==> config.mk <==
export PLATFORM = sky130hd
export DESIGN_NAME = dmem_port_arbiter
export DESIGN_NICKNAME = d
export VERILOG_FILES = /design/src/rtl/dmem_port_arbiter.sv
export SDC_FILE = /design/constraint.sdc
export NUM_CORES = 1
export LEC_CHECK = 0
export CORE_AREA = 2 2 115 117
export CTS_BUF_LIST = sky130_fd_sc_hd__clkbuf_16
export CTS_CLUSTER_SIZE = 8
export DETAILED_ROUTE_END_ITERATION = 6
export DIE_AREA = 0 0 117 119
export PLACE_DENSITY = 0.6
export SLEW_MARGIN = 10
export SYNTH_ARGS = -nofsm -noshare
export SYNTH_HDL_FRONTEND = slang
export SYNTH_SLANG_ARGS = --single-unit
==> constraint.sdc <==
create_clock -name clk_i -period 8.7 [get_ports clk_i]
set_input_delay 1.74 -clock clk_i [delete_from_list [all_inputs] [get_ports clk_i]]
set_output_delay 1.74 -clock clk_i [all_outputs]
set_load 0.02 [all_outputs]
==> src/rtl/dmem_port_arbiter.sv <==
// Two-port arbiter for the single data-memory port: pipeline MEM stage (port 0) and debug/loader DMA (port 1).
// Latency: grant and memory strobe in the request cycle, response (rdata/ack/err) exactly one cycle later.
// Backpressure: a requester holds valid until ready; port 0 sees stall_o while it waits, port 1 may lock the grant.
module dmem_port_arbiter #(
    parameter int XLEN     = 32,
    parameter int ADDR_W   = 11,
    parameter int LOCK_MAX = 16
) (
    input  logic              clk_i,
    input  logic              rstn_i,
    input  logic              p0_valid_i,
    output logic              p0_ready_o,
    input  logic              p0_we_i,
    input  logic [3:0]        p0_be_i,
    input  logic [XLEN-1:0]   p0_addr_i,
    input  logic [XLEN-1:0]   p0_wdata_i,
    output logic              p0_rvalid_o,
    output logic [XLEN-1:0]   p0_rdata_o,
    output logic              p0_err_o,
    input  logic              p1_valid_i,
    output logic              p1_ready_o,
    input  logic              p1_we_i,
    input  logic [3:0]        p1_be_i,
    input  logic [XLEN-1:0]   p1_addr_i,
    input  logic [XLEN-1:0]   p1_wdata_i,
    output logic              p1_rvalid_o,
    output logic [XLEN-1:0]   p1_rdata_o,
    output logic              p1_err_o,
    input  logic              p1_lock_i,
    output logic              stall_o,
    output logic              mem_req_o,
    output logic              mem_we_o,
    output logic [3:0]        mem_be_o,
    output logic [ADDR_W-1:0] mem_addr_o,
    output logic [XLEN-1:0]   mem_wdata_o,
    input  logic [XLEN-1:0]   mem_rdata_i
);
    localparam int CNT_W = $clog2(LOCK_MAX + 1);
    localparam logic [CNT_W-1:0] CNT_MAX = CNT_W'(LOCK_MAX);

    typedef enum logic {ST_ARB = 1'b0, ST_LOCK = 1'b1} state_t;

    state_t           state_q, state_d;
    logic             rr_last_q, rr_last_d;
    logic [CNT_W-1:0] lock_cnt_q, lock_cnt_d;
    logic             resp_pend_q, resp_pend_d;
    logic             resp_owner_q, resp_owner_d;
    logic             resp_err_q, resp_err_d;
    logic             resp_rd_q, resp_rd_d;

    logic             gnt0, gnt1, gnt_any;
    logic             sel_we, sel_bad;
    logic [3:0]       sel_be;
    logic [XLEN-1:0]  sel_addr, sel_wdata;
    logic [CNT_W-1:0] cnt_inc, cnt_nxt;
    logic             force_rel;

    function automatic logic req_bad(input logic [3:0] be, input logic [XLEN-1:0] addr);
        logic be_ok;
        case (be)
            4'b0001, 4'b0010, 4'b0100, 4'b1000,
            4'b0011, 4'b1100, 4'b1111: be_ok = 1'b1;
            default:                   be_ok = 1'b0;
        endcase
        return !be_ok || (addr[1:0] != 2'b00) || ((addr >> (ADDR_W + 2)) != '0);
    endfunction

    // While locked, port 1 is held off once it has used its LOCK_MAX beats and port 0 is waiting.
    always_comb begin
        gnt0 = 1'b0;
        gnt1 = 1'b0;
        if (rstn_i) begin
            case (state_q)
                ST_ARB: begin
                    if (p0_valid_i && p1_valid_i) begin
                        gnt0 = rr_last_q;
                        gnt1 = !rr_last_q;
                    end else begin
                        gnt0 = p0_valid_i;
                        gnt1 = p1_valid_i;
                    end
                end
                ST_LOCK: gnt1 = p1_valid_i && !((lock_cnt_q >= CNT_MAX) && p0_valid_i);
                default: ;
            endcase
        end
    end

    assign gnt_any   = gnt0 | gnt1;
    assign sel_we    = gnt1 ? p1_we_i    : p0_we_i;
    assign sel_be    = gnt1 ? p1_be_i    : p0_be_i;
    assign sel_addr  = gnt1 ? p1_addr_i  : p0_addr_i;
    assign sel_wdata = gnt1 ? p1_wdata_i : p0_wdata_i;
    assign sel_bad   = req_bad(sel_be, sel_addr);

    assign p0_ready_o  = gnt0;
    assign p1_ready_o  = gnt1;
    assign stall_o     = rstn_i & p0_valid_i & ~gnt0;

    assign mem_req_o   = gnt_any & ~sel_bad;
    assign mem_we_o    = mem_req_o & sel_we;
    assign mem_be_o    = mem_req_o ? sel_be : 4'b0000;
    assign mem_addr_o  = mem_req_o ? sel_addr[ADDR_W+1:2] : '0;
    assign mem_wdata_o = (mem_req_o && sel_we) ? sel_wdata : '0;

    assign cnt_inc   = (lock_cnt_q >= CNT_MAX) ? lock_cnt_q : lock_cnt_q + CNT_W'(1);
    assign cnt_nxt   = !gnt1 ? lock_cnt_q : ((state_q == ST_LOCK) ? cnt_inc : CNT_W'(1));
    assign force_rel = (cnt_nxt >= CNT_MAX) && p0_valid_i;

    always_comb begin
        state_d      = state_q;
        rr_last_d    = gnt_any ? gnt1 : rr_last_q;
        lock_cnt_d   = cnt_nxt;
        resp_pend_d  = gnt_any;
        resp_owner_d = gnt1;
        resp_err_d   = gnt_any & sel_bad;
        resp_rd_d    = gnt_any & ~sel_bad & ~sel_we;
        case (state_q)
            ST_ARB:  if (gnt1 && p1_lock_i && !force_rel) state_d = ST_LOCK;
            ST_LOCK: if (!p1_lock_i || force_rel)          state_d = ST_ARB;
            default: state_d = ST_ARB;
        endcase
    end

    // rr_last resets to 1 so that port 0 wins the first contended cycle.
    always_ff @(posedge clk_i or negedge rstn_i) begin
        if (!rstn_i) begin
            state_q      <= ST_ARB;
            rr_last_q    <= 1'b1;
            lock_cnt_q   <= '0;
            resp_pend_q  <= 1'b0;
            resp_owner_q <= 1'b0;
            resp_err_q   <= 1'b0;
            resp_rd_q    <= 1'b0;
        end else begin
            state_q      <= state_d;
            rr_last_q    <= rr_last_d;
            lock_cnt_q   <= lock_cnt_d;
            resp_pend_q  <= resp_pend_d;
            resp_owner_q <= resp_owner_d;
            resp_err_q   <= resp_err_d;
            resp_rd_q    <= resp_rd_d;
        end
    end

    assign p0_rvalid_o = resp_pend_q & ~resp_owner_q;
    assign p1_rvalid_o = resp_pend_q &  resp_owner_q;
    assign p0_err_o    = resp_err_q  & ~resp_owner_q;
    assign p1_err_o    = resp_err_q  &  resp_owner_q;
    assign p0_rdata_o  = (resp_rd_q && !resp_owner_q) ? mem_rdata_i : '0;
    assign p1_rdata_o  = (resp_rd_q &&  resp_owner_q) ? mem_rdata_i : '0;

endmodule

* Yosys cells after proc, flatten, opt, wreduce, memory -nomap -nowiden
Cells that the tools add are included.
** Word-level totals
- Flip-flop bits (word level) :: 11
- Input bits :: 175
- Word-level logic and storage cells :: 76
- Output and inout port bits :: 120
** Cells by class
- Reduce and logical (&&, ||, !) cells :: 21
- Order comparisons :: 2
- Eq/ne operators :: 7
- Multiplexer cells :: 22
- Bitwise operators :: 16
- Add/subtract/negate cells :: 1
** Operators with widths (number)
- 32-bit 2-to-1 mux :: 5
- 32-bit nonzero test :: 1
- 5-bit 2-to-1 mux :: 3
- 4-bit equality test (second input constant) :: 3
- 11-bit 2-to-1 mux :: 1
- 1-bit AND :: 10
- 5-bit greater-or-equal comparator (second input constant) :: 2
- 1-bit logical AND :: 9
- 1-bit 2-to-1 mux :: 9
- 4-bit by 2-bit equality test with 1-bit output (second input constant) :: 2
- 4-bit 2-to-1 mux :: 2
- 7-bit OR reduction :: 1
- 1-bit logical NOT :: 6
- 5-bit by 1-bit adder with 5-bit output (second input constant) :: 1
- 1-bit inverter :: 5
- 4-bit by 1-bit equality test with 1-bit output (second input constant) :: 1
- 4-bit by 3-bit equality test with 1-bit output (second input constant) :: 1
- 1-bit case mux with 2 select lines :: 2
- 1-bit logical OR :: 3
- 2-bit nonzero test :: 1
- 1-bit OR :: 1

* Logic depth before layout (Yosys ltp)
Gate-level depths: netlist of the first run.
- Word-level depth :: 17
- Gate-level depth with buffers :: 8

* Worst setup path after synthesis of the first run
OpenSTA, ideal clock, no wires.
- Path type :: input-to-output
- Start point :: input port p1_addr_i[1]
- End point :: output port mem_be_o[0]
- Path buffers :: 1
- Setup slack :: 3.308 ns
- Data required time :: 6.960 ns
- Cell stages on the path :: 6
- Arrival time :: 3.652 ns
- Cells stage by stage :: or4_4 > or4_4 > a211oi_4 > buf_6 > nand2_1 > a21oi_1
** Between the ends
- Cells in the longest elaborated chain, start to end :: 7
** Ends and longest elaborated chain
- from (decl) :: line 24 : input logic [XLEN-1:0] p1_addr_i,
- 32-bit 2-to-1 mux :: line 92 : assign sel_addr = gnt1 ? p1_addr_i : p0_addr_i;
- 2-bit nonzero test :: line 65 : return !be_ok || (addr[1:0] != 2'b00) || ((addr >> (ADDR_W + 2)) != '0);
- 1-bit logical OR (2 in series) :: line 65
- 1-bit inverter :: line 100 : assign mem_req_o = gnt_any & ~sel_bad;
- 1-bit AND :: line 100
- 4-bit 2-to-1 mux :: line 102 : assign mem_be_o = mem_req_o ? sel_be : 4'b0000;
- to (decl) :: line 33 : output logic [3:0] mem_be_o,
Every way passes these cells.

* Final worst setup path of the first run
- Start point :: input port rstn_i
- End point :: output port mem_wdata_o[23]
** Between the ends
- Cells in the longest elaborated chain, start to end :: 12
- Elaborated cells on any way between the ends :: 25
- Those cells by class :: eq/ne: 7; mux: 8; bitwise: 3; reduce/logical: 7
** Ends and longest elaborated chain
- from (decl) :: line 10 : input logic rstn_i,
- 1-bit 2-to-1 mux :: line 72 : if (rstn_i) begin
- 4-bit 2-to-1 mux :: line 91 : assign sel_be = gnt1 ? p1_be_i : p0_be_i;
- 4-bit by 1-bit equality test with 1-bit output (tied with other cells) :: line 60 : case (be)
- 7-bit OR reduction :: line 60
- 1-bit 2-to-1 mux :: line 60
- 1-bit logical NOT :: line 65
- 1-bit logical OR (2 in series) :: line 65
- 1-bit inverter :: line 100
- 1-bit AND :: line 100
- 1-bit logical AND :: line 104 : assign mem_wdata_o = (mem_req_o && sel_we) ? sel_wdata : '0;
- 32-bit 2-to-1 mux * :: line 104
- to (decl) :: line 35 : output logic [XLEN-1:0] mem_wdata_o,
Every way passes the cells marked *; elsewhere a longest branch is shown, timed or not.

==> results of run 1 <==
==> cell type report <==
class | instances | area [µm²] | share of cell area
Clock inverter | 1 | 3.754 | 0.0007378
Multi-Input combinational cell | 243 | 1514 | 0.2976
Timing Repair Buffer | 299 | 2980 | 0.5858
Clock buffer | 3 | 75.07 | 0.01476
Inverter | 4 | 15.01 | 0.002951
Sequential cell | 11 | 276.5 | 0.05435
Tap cell | 176 | 220.2 | 0.04329
Antenna cell | 1 | 2.502 | 0.0004919
==> worst paths after layout <==
kind                                        from               endpoint  slack (ns)  cells past startpoint
setup reg to reg               state_q$_DFF_PN0_    resp_rd_q$_DFF_PN0_        6.24                      4
hold reg to reg            rr_last_q$_DFFE_PN1P_  rr_last_q$_DFFE_PN1P_        0.51                      2
hold / removal             rr_last_q$_DFFE_PN1P_  rr_last_q$_DFFE_PN1P_        0.51                      2
min in group asynchronous                 rstn_i    resp_rd_q$_DFF_PN0_        1.88                      1
setup / recovery                          rstn_i        mem_wdata_o[23]        1.70                      8
max in group asynchronous                 rstn_i              async pin        6.44                      1
==> power by group through the flow <==
stage / logic (µW) / registers (µW) / clock network, µW
detailed placement: 128 / 66.0 / 0
global route: 137 / 66.8 / 86.9
floorplan: 32.2 / 61.6 / 0
global placement: 127 / 65.5 / 0
CTS: 129 / 65.5 / 84.2
finish: 127 / 65.7 / 82.7
==> cell families after synthesis <==
kind of cell    share of synthesized area
mux                               0.01694
compound gates                     0.2853
buf+inv                           0.07948
simple gates                       0.4612
flops                              0.1440
fa+ha+maj                         0.01303
==> stage by stage <==
| step | hold WS (ns) | total power [µW] |
|---|---|---|
| finish | 0.5112 | 275.3 |
| global route | 0.5570 | 290.5 |
| CTS | 0.5076 | 278.4 |
| detailed placement | 0.5100 | 194.0 |
| global placement | 0.4974 | 192.2 |
| floorplan | 0.4817 | 93.86 |
==> worst max-delay path, cell delays in order <==
cell	delay [ns]
clkdlybuf4s50_1	0.84
nand2_1	0.14
or4_4	0.51
a211oi_4	0.60
buf_4	0.48
a22oi_1	0.18
nor2_1	0.12
clkdlybuf4s50_1	0.63
==> metal layers <==
metal / routed length (µm) / share of wire / track usage
met1: 4081 / 0.35 / 0.1657
met2: 6037 / 0.51 / 0.2995
met3: 1373 / 0.12 / 0.05394
met4: 235 / 0.020 / 0.03456
met5: 0 / 0 / 0
==> cells in the mapped netlist (all sizes together), types with 5 or more instances <==
cell     n  share of area
nor2    53           0.10
and2    35           0.11
and3    34           0.11
a22oi   33           0.13
clkbuf  16          0.031
nand2   15          0.029
a32oi   12          0.055
buf     10          0.040
dfrtp   10           0.13
nor4     9          0.033
a21oi    8          0.023
nor3     5          0.013
==> run_results.csv, run 1 <==
group,metric,value,unit
clock_network,htree_levels,1,
placement,portBuffers,294,
clock_network,cts.clk_slew.worst_paths,0.04,ns
placement,routabilityCongestion,0.7783,
pwr,power.density,54.12,mW/mm²
clock_network,cts_root_buf,"clkbuf_16",
sta,tns,0,ns
logic_synthesis,seq_area_frac_synth,0.1440,
grt,grt_pass1_vias,3381,
finish,final_common_cell,"clkdlybuf4s50_1",
floorplan,io_pins,295,
routing,drtIter0Drc,111,
floorplan,die_area,0.01392,mm²
finish,final_core_util,0.3951,
status,status,"complete, no violations",
clock_network,postCtsSetupBuffers,0,
pwr,pwr-share-seq,0.238,
finish,drive_gt1_frac,0.04100,
routing,wl_per_cell,15.89,µm
pwr,vdd_drop_max,0.03865,mV
placement,place_inst,733,
pwr,p_leak,0.001860,µW
clock_network,cts_buffers,3,
finish,layoutNonFillerInstCount,738,
floorplan,rows,42,
grt,grt-ovfl-total,0,
setup_path,cp-end-kind,"output port",
sta,slew_viol_final,0,
sta,relSlewSlack,0.3064,
finish,mostFrequentLayoutCells,"294 x clkdlybuf4s50_1, 53 x nor2_1, 35 x and2_1",
routing,dr.pass1.iters,4,
logic_synthesis,postSynthCellCount,284,
setup_path,start_kind,"primary input",
pwr,p_clk_frac,0.300,
routing,drt-total-wl,11.73,mm
sta,setup_viol,0,
sta,finalWorstPathRequiredPeriod,7.001,ns
floorplan,start_util,0.1492,
sta,period_share,0.8047,
setup_path,cp.required,6.96,ns
routing,vias,3321,
routing,vias_per_cell,4.500,
logic_synthesis,ys_async_sr_fraction,1.000,
grt,grt_max_degree,45,
sta,skew,0.001868,ns
pwr,switchingPower,72.60,µW
finish,fin_area,0.005087,mm²
logic_synthesis,synth.distinct_cells,39,
finish,nFillCells,1307,
setup_path,worst_ep_arrival_time,5.26,ns
routing,drtAntennaViolNets,0,
logic_synthesis,synth_fp_nets,461,
placement,dp_hpwl,9.834,mm
placement,place_ws,1.676,ns
logic_synthesis,synth.cell_area,0.001921,mm²
floorplan,die_w,117,µm
sta,rsz0062_at_grt,"no",
sta,max_freq,142.8,MHz
worst_hold_path,hold_class,"reg2reg",
clock_network,cts_tree,"done",
sta,final-hold-violation-count,0,
pwr,pwr-share-comb,0.461,
floorplan,core,0.01287,mm²
logic_synthesis,dominantRegCellSynth,"dfrtp_1",
floorplan,fp.dieH,119,µm
run,maxCapViolCount,0,
grt,grt_usage,0.1584,
logic_synthesis,syn-mean-instance-area,6.763,µm²
logic_synthesis,yosys_warnings,0,
clock_network,clk_path_buf_depth,2,
logic_synthesis,synth-seq-cells,11,
clock_network,cts_sinks,11,
placement,placed_cell_area,0.005006,mm²
logic_synthesis,synth_edf_count,0,
pwr,power.share.switching,0.2637,
clock_network,cts_resized,0,
routing,remaining_drc_errors,0,
setup_path,cp_max_fo,37,
clock_network,hold_buffers,0,
finish,syn_to_final_growth,164.9,%
grt,grt_pass1_wl,17.52,mm
sta,worstMarginPinSlew,1.020,ns
clock_network,clk_latency,0.24,ns
pwr,p_int,202.7,µW
sta,setup_ws,1.699,ns
grt,antenna_found_initial,1,
setup_path,worstSetupPathType,"in2out",
finish,final_nets,739,
Power figures use the tool's default switching activity.
==> run 2: changes to the inputs <==
- CORE_AREA: 2 2 115 117 -> 2 2 116 118
- DIE_AREA: 0 0 117 119 -> 0 0 118 120
- PLACE_DENSITY: 0.6 -> 0.59
- clock period: 8.7 -> 7.05 ns (I/O delays scaled with it)
==> run 2 against run 1 <==
Utilization is 0.26 points lower; register-to-register slack worse by 1.6 ns; largest cell class unchanged; sequential cell count stayed put; hold slack better by 0.021 ns; largest power group unchanged; sequential power is 22% higher; setup slack worse by 0.49 ns; non-clock buffer count is 1 higher; clock power is 23% higher; global-route usage is 0.56 points lower; via count is 2.2% lower.
==> run_results.csv, run 2 (synthesis results as in run 1) <==
group,metric,value,unit
floorplan,rows,42,
pwr,total_power,339.4,µW
grt,antenna_found_initial,1,
routing,vias,3247,
grt,grt_util_met2,0.2878,
setup_path,reg2reg_from,"state_q$_DFF_PN0_",
setup_path,cp.required,5.64,ns
routing,remaining_drc_errors,0,
clock_network,cts.clk_slew.worst_paths,0.04,ns
sta,skew,0.001328,ns
sta,finalWorstPathRequiredPeriod,5.844,ns
finish,final_nets,740,
routing,drtIter0Drc,111,
grt,globalRouteMet1Util,0.1630,
floorplan,io_pins,295,
placement,portBuffers,294,
floorplan,fp.dieH,120,µm
routing,drtAntennaViolNets,0,
routing,wl_per_cell,15.79,µm
routing,dr.pass1.iters,4,
grt,grt_pass1_wl,17.50,mm
grt,grt_usage,0.1528,
setup_path,worstSetupPathType,"in2out",
finish,syn_to_final_growth,165.3,%
sta,period_share,0.8289,
clock_network,cts_resized,0,
grt,grt-ovfl-total,0,
clock_network,cts_buffers,3,
pwr,vdd_drop_max,0.05979,mV
floorplan,start_util,0.1480,
floorplan,die_area,0.01416,mm²
clock_network,clk_path_buf_depth,2,
grt,grt-busiest-layer,"met2",
sta,worstMarginPinSlew,1.007,ns
grt,grt_max_degree,55,
pwr,p_leak,0.001865,µW
routing,vias_per_cell,4.394,
sta,max_freq,171.1,MHz
clock_network,htree_levels,1,
clock_network,cts_sinks,11,
finish,final_common_cell,"clkdlybuf4s50_1",
grt,grt_pass1_vias,3267,
clock_network,clk_latency,0.24,ns
routing,drt-total-wl,11.67,mm
sta,setup_viol,0,
grt,use_met3,0.05371,
clock_network,cts_tree,"done",
worst_hold_path,hold_class,"reg2reg",
setup_path,start_kind,"primary input",
finish,mostFrequentLayoutCells,"294 x clkdlybuf4s50_1, 53 x nor2_1, 35 x and2_1",
worst_hold_path,min_from,"rr_last_q$_DFFE_PN1P_",
finish,drive_gt1_frac,0.04270,
sta,final-hold-violation-count,0,
setup_path,cp-end-kind,"output port",
clock_network,cts_root_buf,"clkbuf_16",
clock_network,postCtsSetupBuffers,0,
sta,tns,0,ns
sta,rsz0062_at_grt,"no",
status,status,"complete, no violations",
pwr,power.density,66.61,mW/mm²
placement,routabilityCongestion,0.8603,
setup_path,worst_ep_arrival_time,4.43,ns
floorplan,core,0.01298,mm²
floorplan,die_w,118,µm
setup_path,cp_max_fo,54,
placement,dp_hpwl,9.731,mm
run,maxCapViolCount,0,
setup_path,crit_start,"p1_addr_i[1]",
clock_network,hold_buffers,0,
sta,relSlewSlack,0.3157,
sta,slew_viol_final,0,
==> run 2: cell count changes in the layout (fill, tap and decap cells not counted), sizes merged <==
cell  delta
buf      +1
==> run 2: layout make-up <==
| cell class | count | area (µm²) |
|---|---|---|
| tap | 176 | 220.2 |
| clock inverter | 1 | 3.754 |
| antenna | 1 | 2.502 |
| fill | 1359 | 7885 |
| clock buffer | 3 | 75.07 |
| sequential | 11 | 276.5 |
| multi-input combinational | 243 | 1514 |
| inverter | 4 | 15.01 |
| timing repair buffer | 300 | 2988 |
==> run 2: through the flow <==
stage / hold WS, ns / util / setup slack (ns) / instance area (µm²) / cells
2_1_floorplan: 0.4817 / - / 2.318 / 1921 / 284
3_3_place_gp: 0.5083 / 0.3863 / 1.196 / 5014 / 734
3_5_place_dp: 0.5227 / 0.3863 / 1.197 / 5014 / 734
4_1_cts: 0.5344 / 0.3923 / 1.181 / 5092 / 738
5_1_grt: 0.5770 / 0.3925 / 1.007 / 5095 / 739
6_report: 0.5318 / 0.3925 / 1.206 / 5095 / 739
==> run 2: metal layers <==
metal | part of all wire | vias up | wire length (µm)
met5 | 0 | - | 0
met4 | 0.012 | 0 | 139
met3 | 0.097 | 10 | 1133
met2 | 0.51 | 194 | 5925
met1 | 0.38 | 1440 | 4471
li1 | - | 1603 | -
==> run 2: worst paths after layout <==
check	to	slack (ns)	cells past startpoint
max in group asynchronous	rr_last_q$_DFFE_PN1P_	5.35	2
hold / removal	rr_last_q$_DFFE_PN1P_	0.53	2
hold reg to reg	rr_last_q$_DFFE_PN1P_	0.53	2
min in group asynchronous	async pin	1.47	2
setup reg to reg	resp_rd_q$_DFF_PN0_	4.65	4
setup / recovery	mem_be_o[1]	1.21	8
==> run 2: critical path, cell delays in order <==
cell and delay (ns):
clkdlybuf4s50_1 0.39, or4_4 0.54, or4_4 0.44, a211oi_4 0.16, buf_4 0.49, o211ai_1 0.18, a21oi_1 0.17, clkdlybuf4s50_1 0.63
==> run 2: power breakdown <==
group	internal (µW)	leakage (µW)	switching (µW)
logic	105	0.00168	51.8
clock network	74.4	0.0000423	27.6
registers	70.8	0.000141	9.56
==> run 3: changes to the inputs <==
- CORE_AREA: 2 2 116 118 -> 2 2 114 116
- DIE_AREA: 0 0 118 120 -> 0 0 116 118
- PLACE_DENSITY: 0.59 -> 0.63
- clock period: 7.05 -> 5.3 ns (I/O delays scaled with it)
==> run 3 against run 2 <==
Utilization rose by 2.0 points; clock power rose by 30%; final cell count fell by 0.27%; global-route usage rose by 0.25 points; critical path type unchanged; sequential share of layout area barely moved; clock skew barely moved; highest routed layer unchanged.
==> run_results.csv, run 3 (synthesis results as in run 1) <==
group,metric,value,unit
status,status,"complete, no violations",
worst_hold_path,hold_class,"reg2reg",
floorplan,fp.dieH,118,µm
clock_network,cts_resized,0,
setup_path,worst_ep_arrival_time,3.88,ns
placement,dp_hpwl,9.838,mm
finish,final_common_cell,"clkdlybuf4s50_1",
grt,antenna_found_initial,0,
placement,portBuffers,294,
grt,grt_pass1_vias,3207,
sta,hold_ws,0.5074,ns
routing,vias_per_cell,4.479,
grt,grt_usage,0.1553,
routing,drtIter0Drc,190,
clock_network,cts_root_buf,"clkbuf_16",
clock_network,clk_latency,0.24,ns
sta,setup_viol,0,
finish,num_antenna_cells,0,
finish,mostFrequentLayoutCells,"294 x clkdlybuf4s50_1, 53 x nor2_1, 35 x and2_1",
routing,dr.pass1.iters,5,
sta,setup_ws,0.3624,ns
finish,nFillCells,1272,
sta,slew_viol_final,0,
clock_network,clk_path_buf_depth,2,
sta,relSlewSlack,0.4103,
finish,ff_latch_area,276.5,µm²
sta,tns,0,ns
finish,drive_gt1_frac,0.04425,
setup_path,cp-end-kind,"output port",
grt,grt_max_degree,55,
sta,max_freq,202.5,MHz
sta,worstMarginPinSlew,0.8846,ns
sta,rsz0062_at_grt,"no",
sta,period_share,0.9316,
floorplan,die_area,0.01369,mm²
finish,multi_input_area,0.001508,mm²
setup_path,rrSetupSlack,3.42,ns
pwr,power.density,88.13,mW/mm²
floorplan,io_pins,295,
grt,grt-ovfl-total,0,
clock_network,cts_sinks,11,
finish,syn_to_final_growth,166.4,%
sta,final-hold-violation-count,0,
routing,drtAntennaViolNets,0,
clock_network,htree_levels,1,
sta,finalWorstPathRequiredPeriod,4.938,ns
floorplan,rows,41,
routing,remaining_drc_errors,0,
clock_network,cts_buffers,3,
setup_path,cp.required,4.24,ns
pwr,p_leak,0.001885,µW
clock_network,cts_tree,"done",
sta,skew,0.0008768,ns
floorplan,die_w,116,µm
floorplan,start_util,0.1547,
floorplan,core,0.01241,mm²
finish,final_nets,743,
grt,grt_pass1_wl,17.12,mm
run,maxCapViolCount,0,
setup_path,start_kind,"primary input",
routing,drt-total-wl,11.77,mm
placement,place_ws,0.3648,ns
setup_path,worstSetupPathType,"in2out",
routing,wl_per_cell,15.97,µm
pwr,vdd_drop_max,0.08105,mV
placement,routabilityCongestion,0.9393,
routing,vias,3301,
clock_network,cts.clk_slew.worst_paths,0.04,ns
setup_path,cp_max_fo,54,
clock_network,hold_buffers,0,
clock_network,postCtsSetupBuffers,0,
## run 3: routing by layer
layer,share of wire,vias to the layer above,GRT usage
met1,0.39,1489,0.1821
met3,0.096,12,0.03090
li1,-,1611,-
met2,0.50,189,0.2880
met4,0.013,0,0.03051
met5,0,-,0
## run 3: path summary, 6_finish.rpt
kind | from | endpoint | cells past startpoint
hold reg to reg | rr_last_q$_DFFE_PN1P_ | rr_last_q$_DFFE_PN1P_ | 2
hold / removal | rr_last_q$_DFFE_PN1P_ | rr_last_q$_DFFE_PN1P_ | 2
setup / recovery | p1_addr_i[1] | mem_wdata_o[28] | 8
min in group asynchronous | rstn_i | resp_pend_q$_DFF_PN0_ | 2
max in group asynchronous | rstn_i | rr_last_q$_DFFE_PN1P_ | 2
setup reg to reg | state_q$_DFF_PN0_ | resp_rd_q$_DFF_PN0_ | 5
## run 3: per-stage QoR
step / total power, µW / util / cells / cell area [µm²]
6_report: 450.9 / 0.4121 / 737 / 5116
5_1_grt: 473.5 / 0.4121 / 737 / 5116
3_5_place_dp: 318.6 / 0.4058 / 733 / 5037
3_3_place_gp: 315.3 / 0.4058 / 733 / 5037
4_1_cts: 452.9 / 0.4121 / 737 / 5116
2_1_floorplan: 154.1 / - / 284 / 1921
## run 3: final cells by class
type                            instances  area share
Clock buffer                            3     0.01467
Clock inverter                          1   0.0007337
Inverter                                4    0.002935
Multi-Input combinational cell        243      0.2947
Sequential cell                        11     0.05405
Tap cell                              172     0.04206
Timing Repair Buffer                  303      0.5909
## run 3: critical path: stages
cell and delay (ns):
clkdlybuf4s50_1 0.40, or4_4 0.53, or4_4 0.44, a211oi_4 0.20, buf_12 0.26, a22oi_1 0.17, nor2_1 0.15, clkdlybuf4s50_1 0.63
## run 3: where the power goes
group	internal, µW	leakage, µW	switching, µW
combinational	141	0.00170	69.2
sequential	94.2	0.000141	12.8
clock	98.8	0.0000423	34.6
